--- src/rtl/scara_joint_sequencer.sv ---
// scara_joint_sequencer
//   Queues joint-space move commands, resolves absolute/relative targets
//   against the committed joint positions, and feeds the stepper drivers
//   with bursts of at most 2^STEP_W-1 steps per joint over valid/ready.
//
// Ports
//   clk, reset        system clock, synchronous active-high reset
//   cmd_valid/ready   command handshake (ready = queue not full)
//   cmd_target        per-joint target or signed offset, ANGLE_W each
//   cmd_relative      target is an offset from the current position
//   cmd_pen           requested end-effector state for the move
//   cmd_dwell         extra idle cycles after the move completes
//   step_valid/ready  burst handshake towards the stepper drivers
//   step_count        per-joint burst magnitude, STEP_W each
//   step_dir          per-joint direction, 1 = positive
//   pen_state         current end-effector state
//   position          committed joint positions, ANGLE_W each
//   busy              sequencer active or commands pending
//   move_done         one-cycle pulse when a command retires
module scara_joint_sequencer #(
  parameter int unsigned NUM_JOINTS = 2,
  parameter int unsigned ANGLE_W    = 13,
  parameter int unsigned STEP_W     = 8,
  parameter int unsigned FIFO_DEPTH = 4,
  parameter int unsigned HOME_POS   = 402,
  parameter int unsigned PEN_DWELL  = 200,
  parameter int unsigned DWELL_W    = 16
) (
  input  logic                            clk,
  input  logic                            reset,
  input  logic                            cmd_valid,
  output logic                            cmd_ready,
  input  logic [NUM_JOINTS*ANGLE_W-1:0]   cmd_target,
  input  logic                            cmd_relative,
  input  logic                            cmd_pen,
  input  logic [DWELL_W-1:0]              cmd_dwell,
  output logic                            step_valid,
  input  logic                            step_ready,
  output logic [NUM_JOINTS*STEP_W-1:0]    step_count,
  output logic [NUM_JOINTS-1:0]           step_dir,
  output logic                            pen_state,
  output logic [NUM_JOINTS*ANGLE_W-1:0]   position,
  output logic                            busy,
  output logic                            move_done
);

  localparam int unsigned PTR_W   = $clog2(FIFO_DEPTH);
  localparam int unsigned CNT_W   = PTR_W + 1;
  localparam int unsigned TGT_W   = NUM_JOINTS * ANGLE_W;
  localparam int unsigned ENTRY_W = TGT_W + 2 + DWELL_W;
  localparam int unsigned PEN_W   = $clog2(PEN_DWELL + 1);
  localparam int unsigned TMR_W   = (DWELL_W > PEN_W) ? DWELL_W : PEN_W;

  localparam logic [ANGLE_W-1:0] BURST_MAX = ANGLE_W'((1 << STEP_W) - 1);

  localparam logic [2:0] S_IDLE     = 3'd0;
  localparam logic [2:0] S_LOAD     = 3'd1;
  localparam logic [2:0] S_PEN_WAIT = 3'd2;
  localparam logic [2:0] S_CALC     = 3'd3;
  localparam logic [2:0] S_ISSUE    = 3'd4;
  localparam logic [2:0] S_GAP      = 3'd5;
  localparam logic [2:0] S_DWELL    = 3'd6;

  // ---------------------------------------------------------------- FIFO
  logic [ENTRY_W-1:0] mem_q [FIFO_DEPTH];
  logic [PTR_W-1:0]   wptr_q, rptr_q;
  logic [CNT_W-1:0]   count_q, count_d;
  logic               ready_q;
  logic               push, pop;

  logic [2:0]         state_q, state_d;

  assign push      = cmd_valid & ready_q;
  assign pop       = (state_q == S_LOAD);
  assign count_d   = count_q + CNT_W'(push) - CNT_W'(pop);
  assign cmd_ready = ready_q;

  always_ff @(posedge clk) begin
    if (push) mem_q[wptr_q] <= {cmd_dwell, cmd_pen, cmd_relative, cmd_target};
  end

  always_ff @(posedge clk) begin
    if (reset) begin
      wptr_q  <= '0;
      rptr_q  <= '0;
      count_q <= '0;
      ready_q <= 1'b1;
    end else begin
      if (push) wptr_q <= wptr_q + PTR_W'(1);
      if (pop)  rptr_q <= rptr_q + PTR_W'(1);
      count_q <= count_d;
      ready_q <= (count_d != CNT_W'(FIFO_DEPTH));
    end
  end

  logic [ENTRY_W-1:0] head;
  logic [TGT_W-1:0]   head_tgt;
  logic               head_rel, head_pen;
  logic [DWELL_W-1:0] head_dwell;

  assign head       = mem_q[rptr_q];
  assign head_tgt   = head[TGT_W-1:0];
  assign head_rel   = head[TGT_W];
  assign head_pen   = head[TGT_W+1];
  assign head_dwell = head[ENTRY_W-1 -: DWELL_W];

  // ----------------------------------------------------------- datapath
  logic [ANGLE_W-1:0] pos_q [NUM_JOINTS];
  logic [ANGLE_W-1:0] pos_d [NUM_JOINTS];
  logic [ANGLE_W-1:0] tgt_q [NUM_JOINTS];
  logic [ANGLE_W-1:0] tgt_d [NUM_JOINTS];
  logic [ANGLE_W-1:0] mag_q [NUM_JOINTS];
  logic [ANGLE_W-1:0] mag_d [NUM_JOINTS];
  logic [NUM_JOINTS-1:0] dir_q, dir_d;
  logic [ANGLE_W-1:0] rem     [NUM_JOINTS];
  logic [ANGLE_W-1:0] mag_new [NUM_JOINTS];
  logic [STEP_W-1:0]  burst   [NUM_JOINTS];
  logic               any_new_nz, any_mag_nz;

  logic               pen_q, pen_d;
  logic [TMR_W-1:0]   tmr_q, tmr_d;
  logic [DWELL_W-1:0] dwell_q, dwell_d;
  logic               pen_last, dwell_last;

  // Magnitude is kept unsigned ANGLE_W wide so the most negative
  // remainder maps to 2^(ANGLE_W-1) instead of overflowing.
  always_comb begin
    any_new_nz = 1'b0;
    any_mag_nz = 1'b0;
    for (int unsigned j = 0; j < NUM_JOINTS; j++) begin
      rem[j]     = tgt_q[j] - pos_q[j];
      mag_new[j] = rem[j][ANGLE_W-1] ? ('0 - rem[j]) : rem[j];
      burst[j]   = (mag_q[j] > BURST_MAX) ? '1 : mag_q[j][STEP_W-1:0];
      any_new_nz = any_new_nz | (mag_new[j] != '0);
      any_mag_nz = any_mag_nz | (mag_q[j] != '0);
    end
  end

  assign pen_last   = (32'(tmr_q) + 32'd1) >= 32'(PEN_DWELL);
  assign dwell_last = (tmr_q == TMR_W'(dwell_q));

  // ---------------------------------------------------------------- FSM
  always_comb begin
    state_d = state_q;
    tmr_d   = tmr_q;
    pen_d   = pen_q;
    dwell_d = dwell_q;
    dir_d   = dir_q;
    for (int unsigned j = 0; j < NUM_JOINTS; j++) begin
      pos_d[j] = pos_q[j];
      tgt_d[j] = tgt_q[j];
      mag_d[j] = mag_q[j];
    end
    case (state_q)
      S_IDLE: begin
        if (count_q != '0) state_d = S_LOAD;
      end
      S_LOAD: begin
        for (int unsigned j = 0; j < NUM_JOINTS; j++) begin
          tgt_d[j] = head_rel ? pos_q[j] + head_tgt[j*ANGLE_W +: ANGLE_W]
                              : head_tgt[j*ANGLE_W +: ANGLE_W];
        end
        dwell_d = head_dwell;
        tmr_d   = '0;
        if (head_pen != pen_q) begin
          pen_d   = head_pen;
          state_d = S_PEN_WAIT;
        end else begin
          state_d = S_CALC;
        end
      end
      S_PEN_WAIT: begin
        if (pen_last) state_d = S_CALC;
        else          tmr_d   = tmr_q + TMR_W'(1);
      end
      S_CALC: begin
        tmr_d = '0;
        for (int unsigned j = 0; j < NUM_JOINTS; j++) begin
          mag_d[j] = mag_new[j];
          // idle joints keep the direction of their last real move
          if (mag_new[j] != '0) dir_d[j] = ~rem[j][ANGLE_W-1];
        end
        state_d = any_new_nz ? S_ISSUE : S_DWELL;
      end
      S_ISSUE: begin
        if (step_ready) begin
          for (int unsigned j = 0; j < NUM_JOINTS; j++) begin
            pos_d[j] = dir_q[j] ? pos_q[j] + ANGLE_W'(burst[j])
                                : pos_q[j] - ANGLE_W'(burst[j]);
            mag_d[j] = mag_q[j] - ANGLE_W'(burst[j]);
          end
          state_d = S_GAP;
        end
      end
      S_GAP: begin
        state_d = any_mag_nz ? S_ISSUE : S_DWELL;
      end
      S_DWELL: begin
        // the final DWELL cycle is the move_done cycle
        if (dwell_last) state_d = S_IDLE;
        else            tmr_d   = tmr_q + TMR_W'(1);
      end
      default: state_d = S_IDLE;
    endcase
  end

  always_ff @(posedge clk) begin
    if (reset) begin
      state_q <= S_IDLE;
      tmr_q   <= '0;
      pen_q   <= 1'b0;
      dwell_q <= '0;
      dir_q   <= '0;
      for (int unsigned j = 0; j < NUM_JOINTS; j++) begin
        pos_q[j] <= ANGLE_W'(HOME_POS);
        tgt_q[j] <= ANGLE_W'(HOME_POS);
        mag_q[j] <= '0;
      end
    end else begin
      state_q <= state_d;
      tmr_q   <= tmr_d;
      pen_q   <= pen_d;
      dwell_q <= dwell_d;
      dir_q   <= dir_d;
      for (int unsigned j = 0; j < NUM_JOINTS; j++) begin
        pos_q[j] <= pos_d[j];
        tgt_q[j] <= tgt_d[j];
        mag_q[j] <= mag_d[j];
      end
    end
  end

  // ------------------------------------------------------------- outputs
  always_comb begin
    for (int unsigned j = 0; j < NUM_JOINTS; j++) begin
      step_count[j*STEP_W +: STEP_W]  = burst[j];
      position[j*ANGLE_W +: ANGLE_W]  = pos_q[j];
    end
  end

  assign step_dir   = dir_q;
  assign step_valid = (state_q == S_ISSUE);
  assign pen_state  = pen_q;
  assign busy       = (state_q != S_IDLE) || (count_q != '0);
  assign move_done  = (state_q == S_DWELL) && dwell_last;

endmodule

--- config.mk ---
export PLATFORM = sky130hd
export DESIGN_NAME = scara_joint_sequencer
export DESIGN_NICKNAME = d
export VERILOG_FILES = /design/src/rtl/scara_joint_sequencer.sv
export SDC_FILE = /design/constraint.sdc
export NUM_CORES = 1
export LEC_CHECK = 0
export ABC_AREA = 1
export BUFFER_PORTS_ARGS = -buffer_cell sky130_fd_sc_hd__buf_2
export CAP_MARGIN = 25
export CELL_PAD_IN_SITES_DETAIL_PLACEMENT = 2
export CELL_PAD_IN_SITES_GLOBAL_PLACEMENT = 2
export CORE_MARGIN = 4
export CORE_UTILIZATION = 36
export DETAILED_ROUTE_END_ITERATION = 16
export GPL_ROUTABILITY_DRIVEN = 0
export PLACE_DENSITY_LB_ADDON = 0.1
export SKIP_LAST_GASP = 1
export SYNTH_ARGS = -nofsm -noshare
export SYNTH_HDL_FRONTEND = slang
export SYNTH_SLANG_ARGS = --single-unit
--- constraint.sdc ---
create_clock -name clk -period 7.43 [get_ports clk]
set_clock_uncertainty 0.1 [all_clocks]
set_input_delay 0.3715 -clock clk [delete_from_list [all_inputs] [get_ports clk]]
set_output_delay 0.3715 -clock clk [all_outputs]
set_load 0.01 [all_outputs]
### After elaboration in Yosys (flattened, before gate mapping)

Memory sizes are Yosys's and may differ from the RTL's. A register that Yosys moved wholly into a read port is not among the register bits.
Index checks and enable logic that the tools add are counted.

* shift-type cells: 0
* mux-type cells: 37
* equality and inequality tests: 15
* $lt $le $gt $ge: 3
* bitwise logic cells: 11
* div/mod/pow operators: 0
* reduce and logical (&&, ||, !) cells: 16
* add/sub/neg operators: 18
* multiply operators: 0

Operator list (number)
* two-way mux 13 bit: 12
* two-way mux 26 bit: 4
* case mux 26 bit (2 select lines): 1
* nonzero test 13 bit: 4
* subtractor 13 x 8 -> 13 bit: 4
* case mux 16 bit (3 select lines): 1
* two-way mux 16 bit: 2
* adder 13 bit: 2
* adder 13 x 8 -> 13 bit: 2
* > comparator 13 x 8 -> 1 bit, second input constant: 2
* subtractor 1 x 13 -> 13 bit, first input constant: 2
* subtractor 13 bit: 2
* case mux 3 bit (7 select lines): 1
* adder 16 x 1 -> 17 bit, second input constant: 1
* greater-or-equal comparator 17 x 8 -> 1 bit, second input constant: 1
* adder 16 x 1 -> 16 bit, second input constant: 1
* == test 16 bit: 1
* two-way mux 8 bit: 2
* two-way mux 3 bit: 4
* != test 2 bit, second input constant: 5
* == test 3 bit, second input constant: 3
* nonzero test 3 bit: 3
* two-way mux 2 bit: 4
* bitwise OR 1 bit: 8
* other kinds (18): 28

* memories kept: 4
* input bits: 48
* RAM bits: 254
* latch bits: 0
* bits in read-only memories: 0
* logic and storage cells: 114
* flip-flop bits (word level): 46

Memory list
* mem_q: depth 4, width 44, read ports 1, clocked after memory_dff 1, wr ports 1, line 65 `logic [ENTRY_W-1:0] mem_q [FIFO_DEPTH];`
* mag_q: depth 2, width 13, read ports 2, clocked after memory_dff 0, wr ports 2, line 112 `logic [ANGLE_W-1:0] mag_q [NUM_JOINTS];`
* pos_q: depth 2, width 13, read ports 2, clocked after memory_dff 0, wr ports 2, line 108 `logic [ANGLE_W-1:0] pos_q [NUM_JOINTS];`
* tgt_q: depth 2, width 13, read ports 2, clocked after memory_dff 0, wr ports 2, line 110 `logic [ANGLE_W-1:0] tgt_q [NUM_JOINTS];`

### Logic depth before layout (Yosys ltp)

Gate-level depths: netlist of the first run.
An unclocked memory read counts as a cell.

* depth after elaboration: 8
* mapped depth: 24
* depth with buffers taken out: 24

### Worst setup path before layout of the first run

OpenSTA, ideal clock, no wires.

* path type: register to register
* from: memory mag_q[0][8]
* to: memory pos_q[0][11]
* stages on the path, launching flop included: 24
* data arrival time: 3.544 ns
* period minus slack after synthesis: 3.760 ns
* setup time: 0.116 ns
* slack: 3.670 ns
* cell sequence: dfxtp_1 > nor3_2 > nand3_2 > buf_2 > nor2_1 > ha_1 > nand3_1 > o31ai_2 > xor2_1 > ha_1 > a21oi_1 > o21ai_0 > a21oi_1 > nor2_1 > o21ai_0 > nand2_1 > nand2_1 > inv_1 > or2_2 > a21oi_1 > or2_2 > nand2_1 > o211ai_1 > inv_1

RTL lines (line)
* start: declaration: 112
* end: declaration: 108

==> results of run 1 <==
==> cell usage after synthesis, types with 3 or more instances <==
cell type,n,area [sq um]
inv_2,9,33.8
inv_1,271,1020
dfxtp_1,126,2520
a31oi_1,21,131
o21ai_0,200,1000
or2_1,3,18.8
nand3b_1,5,37.5
o311ai_0,3,26.3
xnor2_1,28,245
ha_1,85,1060
a221oi_1,5,43.8
nand4_1,22,138
xor2_1,60,526
o22ai_1,43,269
nand2_2,8,50.1
nor3_1,16,80.1
o21ai_1,11,55.1
nand2_4,3,33.8
edfxtp_1,176,5290
or2_2,5,31.3
nand2_1,419,1570
buf_6,3,33.8
nor2_1,257,965
clkbuf_1,63,236
o211ai_1,26,195
nor4_1,6,37.5
nor3_2,3,30.0
a21oi_1,126,631
nand3_2,6,60.1
nand3_1,95,475
buf_2,8,40.0
a221o_1,3,30.0
a32o_1,3,30.0
nor2_2,12,75.1
o21bai_1,13,97.6
o21a_1,12,90.1
fa_1,7,140
buf_1,5,18.8
a211oi_1,5,37.5
==> stage by stage <==
stage                     hold WS (ps)  setup WS [ps]  cell area (sq um)  utilization (%)
after floorplan                    345           3670              17700                -
after global placement             354           3170              18800             39.0
after detailed placement           374           2950              18800             39.0
after CTS                         92.0           2900              20500             42.5
after global routing               121           2360              20500             42.5
final                              115           2900              20500             42.5
==> worst max-delay path by stage <==
stage	end	start	cells past startpoint
6_report	pos_q[0][25]	mag_q[0][25]	23
5_1_grt	pos_q[0][25]	mag_q[0][25]	23
4_1_cts	pos_q[0][25]	mag_q[0][25]	23
3_5_place_dp	pos_q[0][25]	mag_q[0][25]	23
3_3_place_gp	pos_q[0][25]	mag_q[0][25]	23
2_1_floorplan	pos_q[0][11]	mag_q[0][8]	23
==> area by class of cell <==
type	instances	share of cell area [%]
Sequential cell	302	38.1
Timing Repair Buffer	157	5.12
Multi-Input combinational cell	1535	41.4
Clock buffer	46	4.84
Clock inverter	21	1.37
Inverter	280	5.14
Tap cell	656	4.01
==> layout by cell type, fill, tap and decap left out, types with 4 or more instances in the layout <==
master | netlist | routed
o21a_1 | 12 | 12
nand4_1 | 22 | 22
o21bai_1 | 13 | 13
xor2_1 | 60 | 60
a211oi_1 | 5 | 5
a31oi_1 | 21 | 21
inv_2 | 9 | 9
nor2_2 | 12 | 12
clkbuf_16 | 0 | 38
nand3_2 | 6 | 6
a221oi_1 | 5 | 5
dlygate4sd3_1 | 0 | 44
bufinv_16 | 0 | 5
inv_1 | 271 | 270
clkbuf_1 | 63 | 7
o21ai_1 | 11 | 11
xnor2_1 | 28 | 28
buf_4 | 1 | 17
clkinv_1 | 0 | 4
nor3_1 | 16 | 16
nand3_1 | 95 | 95
nand2_2 | 8 | 8
nor2_1 | 257 | 252
or2_2 | 5 | 5
clkinv_2 | 0 | 6
nand2_1 | 419 | 419
o22ai_1 | 43 | 43
fa_1 | 7 | 7
dfxtp_1 | 126 | 125
o21ai_0 | 200 | 200
nor4_1 | 6 | 6
o211ai_1 | 26 | 26
edfxtp_1 | 176 | 176
a21oi_1 | 126 | 126
nand3b_1 | 5 | 5
buf_2 | 8 | 96
ha_1 | 85 | 85
nor2_4 | 2 | 7
==> state kept, by name (all words and copies together) (netlist names), 3 cells and up, named ones only <==
name and flops:
mag_q 26, tgt_q 26, count_q 3, pos_q 26
state_q 3, tmr_q 16, mem_q 176, dwell_q 16
==> layer usage <==
metal	track usage, %	routed length (um)
met1	29.7	28400
met2	41.3	30400
met3	2.49	1610
met4	5.76	1300
met5	0	0
==> critical path: stages (launching register included) <==
cell and delay (ps):
dfxtp_1 310, inv_1 210, nand4_2 470, nor2_2 320, inv_1 90, nor3_1 230, nand3_1 130, or3_1 340
nand2_1 90, xor2_1 160, ha_1 280, a21oi_1 150, o21ai_0 120, a21oi_1 180, nor2_1 70, o21ai_0 160
nand2_1 110, nand2_1 70, inv_1 40, or2_2 280, a21oi_1 170, xor2_1 160, nand2_1 70, a21oi_1 130
==> kinds of logic (layout without fill, tap and decap cells) <==
kind of cell    Yosys count  after routing  synth area share (%)
compound gates          487            487                  15.8
flops                   302            302                  44.2
fa+ha+maj                92             92                  6.82
simple gates            868            868                  20.9
xor+xnor                 88             88                  4.36
buf+inv                 362            504                  7.97
==> repair_timing <==
item | in CTS | in global routing
gates resized for setup | 0 | 0
hold buffers | 44 | 0
endpoints found under the hold margin | 176 | 0
==> metrics.sh, run 1 <==
NUMCLOCKSINKS=302
ROUTE.FINAL.WIRE_LENGTH_MM=61.8
DR.PASS1.ITERS=5
CRIT_PATH_START_KIND='flop'
POSTSYNTHNETCOUNT=2339
AREA_OVERHEAD_OF_THE_LAYOUT_RELATIVE_TO_SYNTHESIS_PCT=16.0
MIN_PERIOD_PS=4530
FINAL-MAX-SLEW-VIOLATION-COUNT=0
GRT_PASS1_VIAS=17300
SYNTHESIS.AREA_SQ_UM=17700
DIEHEIGHT_UM=229
WORSTREG2REGSTART='mag_q[0][25]'
GRT_USE_TOTAL_PCT=23.0
MAX_CAP_VIOL_COUNT=0
CLKSLEWWORSTSETUPHOLDPATHS_PS=60
ANTENNA_VIOLATING_NETS_POST_ROUTE=0
MAX_FREQ_MHz=221
FINAL_HOLD_VIOL_COUNT=0
CLOCK_LATENCY_PS=580
DIE_OUTLINE_AREA_SQ_UM=52700
FINISH.CELL_COUNT_WITHOUT_FILLERS=2997
SETUP_TOTAL_NEGATIVE_SLACK_PS=0
GRT_MAX_DEGREE=89
NUMBER_OF_FLOPS_MAPPED_TO_ENABLE_CELLS_BY_YOSYS=176
DP_HPWL_MM=44.9
HOLD_PATH_STARTPOINT='reset'
FRACTION_OF_FINAL_LAYOUT_CELLS_WITH_DRIVE_STRENGTH_GREATER_THAN_1_PCT=9.91
NETLIST_INSTANCES=2199
SETUP_REPAIR_AFTER_GLOBAL_ROUTING_MISSED_ITS_MARGIN='no'
RR_ENDPOINT='pos_q[0][25]'
NNETSFINAL=2454
NUMBER_OF_CELLS_AFTER_DETAILED_PLACEMENT=2886
YS_WARN_COUNT=0
SLEW_HEADROOM_PCT=38.5
HOLD-PATH-ENDPOINT='tgt_q[0][25]'
GRT_ANTENNA_BEFORE_REPAIR=0
FIN_CRIT_SH_PCT=61.0
ANTENNA_CELLS_INSERTED=0
CP_DATA_REQUIRED_TIME_PS=7840
TIMING_WORST_SETUP_PATH_TYPE='flop to flop'
MAX-CLOCK-PATH-BUFFERS=3
IO_BUFFER_COUNT=96
CTS-HTREE-LEVELS=2
CORE_SQ_UM=48100
DR_TOTAL_VIAS=15700
SEQCELLAREA_SQ_UM=7810
CLOCKROOTBUFFER='clkbuf_16'
FIRST_ITER_VIOLATIONS=769
SYNTH_AREA_PER_CELL_SQ_UM=8.03
HOLD_CLASS='primary input to flop'
ASR_FLOP_RATIO_SYNTH_PCT=0
ROUTE.DETAILED.DRC=0
YS_TYPES=59
HOLD_PATH_DEPTH=4
POST_CTS_BUFFERS=0
WL_PER_CELL_UM=20.6
RUN_STATUS='completed'
SETUP.REG_TO_REG.WORST_SLACK_PS=2900
FLOORPLAN.DIE.WIDTH_UM=229
POST_SYNTH_TOP_FLOP='edfxtp_1'
NUM_ROWS=80
TRITONCTS_CLOCK_TREE='yes'
WORST_R2R_PATH_DEPTH=23
WORST_SLEW_PIN_SLEW_PS=921
GRT_OVERFLOW=0
INITIAL_CORE_UTIL_PCT=36.7
FILLCELLCOUNT=5379
SETUP_VIOLATIONS=0
WORST-PATH-MAX-FANOUT=17
IO_PINS=97
WORSTPATHARRIVAL_PS=4940
CRITICAL_PATH.ENDPOINT_TYPE='flop'
CTS_MADE_BUFFERS=38
MULTI_INPUT_AREA_SQ_UM=8480
VIAS_PER_CELL=5.24
SYNTH-SEQ-CELLS=302
GRT_PASS1_WL_MM=97.1
SEQ_AREA_FRAC_SYNTH_PCT=44.2
Power of run 1 is left out: the tool's default activity adds up to more than one toggle a clock period on the data nets, which glitch-free logic cannot reach.
==> run 2: changes to the inputs <==
==> constraint.sdc (replaced) <==
create_clock -name clk -period 4.75 [get_ports clk]
set_clock_uncertainty 0.1 [all_clocks]
set_input_delay 0.2375 -clock clk [delete_from_list [all_inputs] [get_ports clk]]
set_output_delay 0.2375 -clock clk [all_outputs]
set_load 0.01 [all_outputs]
==> run 2 against run 1 <==
Final cell count grew 0.37%. Non-clock buffer count grew 11. Flip-flop and latch count is the same. First-iteration DRC count shrank 11%. Sequential share of layout area grew 0.089 points. Clock-buffer cell count grew 4. Global-route usage grew 0.26 points. Critical path depth shrank 1. Fmax grew 9.8%. Die area is the same. Via count grew 0.33%.
==> metrics.sh, run 2 (synthesis gave the netlist of run 1 again) <==
FLOORPLAN.DIE.WIDTH_UM=229
FRACTION_OF_FINAL_LAYOUT_CELLS_WITH_DRIVE_STRENGTH_GREATER_THAN_1_PCT=10.2
DR_TOTAL_VIAS=15800
TRITONCTS_CLOCK_TREE='yes'
CLOCKROOTBUFFER='clkbuf_16'
ANTENNA_CELLS_INSERTED=0
GRT_OVERFLOW=0
LARGEST_REGISTER='mem_q'
INITIAL_CORE_UTIL_PCT=36.7
CORE_SQ_UM=48100
FINAL_COMMON_CELL='nand2_1'
NUMBER_OF_BUFFERS_INSERTED_BY_HOLD_REPAIR_AT_CTS=44
SETUP_REPAIR_AFTER_GLOBAL_ROUTING_MISSED_ITS_MARGIN='no'
WORST_SLEW_PIN_SLEW_PS=973
SETUP_TOTAL_NEGATIVE_SLACK_PS=0
CRITICAL_PATH.ENDPOINT_TYPE='flop'
GRT_ANTENNA_BEFORE_REPAIR=1
VIAS_PER_CELL=5.24
SETUP.REG_TO_REG.WORST_SLACK_PS=620
DR.PASS1.ITERS=5
NUM_ROWS=80
IO_PINS=97
CTS-RESIZED-GATES=0
CLKSLEWWORSTSETUPHOLDPATHS_PS=60
WORSTREG2REGSTART='mag_q[0][9]'
LAYOUT_COMMON_CELLS='nand2_1 (419), inv_1 (270), nor2_1 (252)'
GRT_PASS1_VIAS=17500
CTS-HTREE-LEVELS=2
IO_BUFFER_COUNT=96
FILLCELLCOUNT=5429
DIEHEIGHT_UM=229
FINAL-MAX-SLEW-VIOLATION-COUNT=0
WORST-PATH-MAX-FANOUT=5
WORSTPATHARRIVAL_PS=4480
CP_DATA_REQUIRED_TIME_PS=5100
HOLD-PATH-ENDPOINT='count_q[1]'
FINAL_HOLD_VIOL_COUNT=0
ANTENNA_VIOLATING_NETS_POST_ROUTE=0
NUMCLOCKSINKS=302
CRIT_PATH_START_KIND='flop'
MAX_FREQ_MHz=242
HOLD_CLASS='primary input to flop'
FIRST_ITER_VIOLATIONS=683
RUN_STATUS='completed'
SETUP_VIOLATIONS=0
MAX_CAP_VIOL_COUNT=0
HOLD_PATH_DEPTH=3
DIE_OUTLINE_AREA_SQ_UM=52700
FIN_CRIT_SH_PCT=86.9
ROUTE.DETAILED.DRC=0
DP_HPWL_MM=45.7
HOLD_PATH_STARTPOINT='reset'
MIN_PERIOD_PS=4130
PLACED_AREA_SQ_UM=18900
TIMING_WORST_SETUP_PATH_TYPE='flop to flop'
MAX-CLOCK-PATH-BUFFERS=3
GRT_USE_TOTAL_PCT=23.3
POST_CTS_BUFFERS=0
NNETSFINAL=2464
RR_ENDPOINT='pos_q[0][11]'
ROUTE.FINAL.WIRE_LENGTH_MM=62.3
CLOCK_LATENCY_PS=560
WORST_R2R_PATH_DEPTH=22
MAX_FFS_PER_REGISTER=176
CTS_MADE_BUFFERS=37
AREA_OVERHEAD_OF_THE_LAYOUT_RELATIVE_TO_SYNTHESIS_PCT=15.7
FINISH.INSTANCE_AREA_SQ_UM=20400
GRT_PASS1_WL_MM=98.5
WL_PER_CELL_UM=20.7
SLEW_HEADROOM_PCT=35.1
GRT_MAX_DEGREE=75
run 2: changes by cell type in the layout (fill, tap and decap cells not counted), sizes merged:
cell,change
buf,+11
bufinv,-4
clkinvlp,-2
clkinv,+3
inv,-1
clkbuf,+4
run 2: final cells by class:
class | instances | area, sq um | share of cell area, %
clock inverters | 17 | 136 | 0.667
inverters | 280 | 1050 | 5.15
well taps | 656 | 821 | 4.02
multi-input cells | 1535 | 8480 | 41.5
flip-flops and latches | 302 | 7810 | 38.2
repair buffers | 168 | 1130 | 5.53
clock buffers | 50 | 1010 | 4.92
run 2: critical path: stages, from the launching register on:
cell and delay [ps]:
dfxtp_1 350, nor3_2 270, nand3_2 140, nor2_1 290, ha_1 250, nand3_1 130, o31ai_2 310, xor2_1 180
ha_1 300, a21oi_1 210, o21ai_0 110, a21oi_1 210, nor2_1 60, o21ai_0 150, nand2_1 90, nand2_1 60
inv_1 50, or2_2 270, a21oi_1 160, or2_2 140, nand2_1 50, o211ai_1 80, inv_1 60
run 2: stage by stage:
stage	hold WS (ps)	cells	setup slack (ps)	util [%]
after global routing	262	3008	212	42.5
final	249	3008	622	42.5
after floorplan	236	2199	990	-
after global placement	346	2897	875	39.2
after CTS	222	3008	560	42.5
after detailed placement	355	2897	573	39.2
run 2: how the worst max path moves through the flow:
stage / slack, ps / endpoint / startpoint
6_report: 620 / pos_q[0][11] / mag_q[0][9]
5_1_grt: 210 / pos_q[0][25] / mag_q[0][21]
4_1_cts: 560 / pos_q[0][11] / mag_q[0][9]
3_5_place_dp: 570 / pos_q[0][11] / mag_q[0][8]
3_3_place_gp: 870 / pos_q[0][11] / mag_q[0][8]
2_1_floorplan: 990 / pos_q[0][11] / mag_q[0][8]
run 2: layer usage:
layer	global-route usage (%)	wire length [um]	part of all wire [%]
met1	29.9	28800	46
met2	42.5	31300	50
met3	2.82	1530	2.5
met4	4.34	752	1.2
met5	0	13	0.021
Power of run 2 is left out for the same reason.
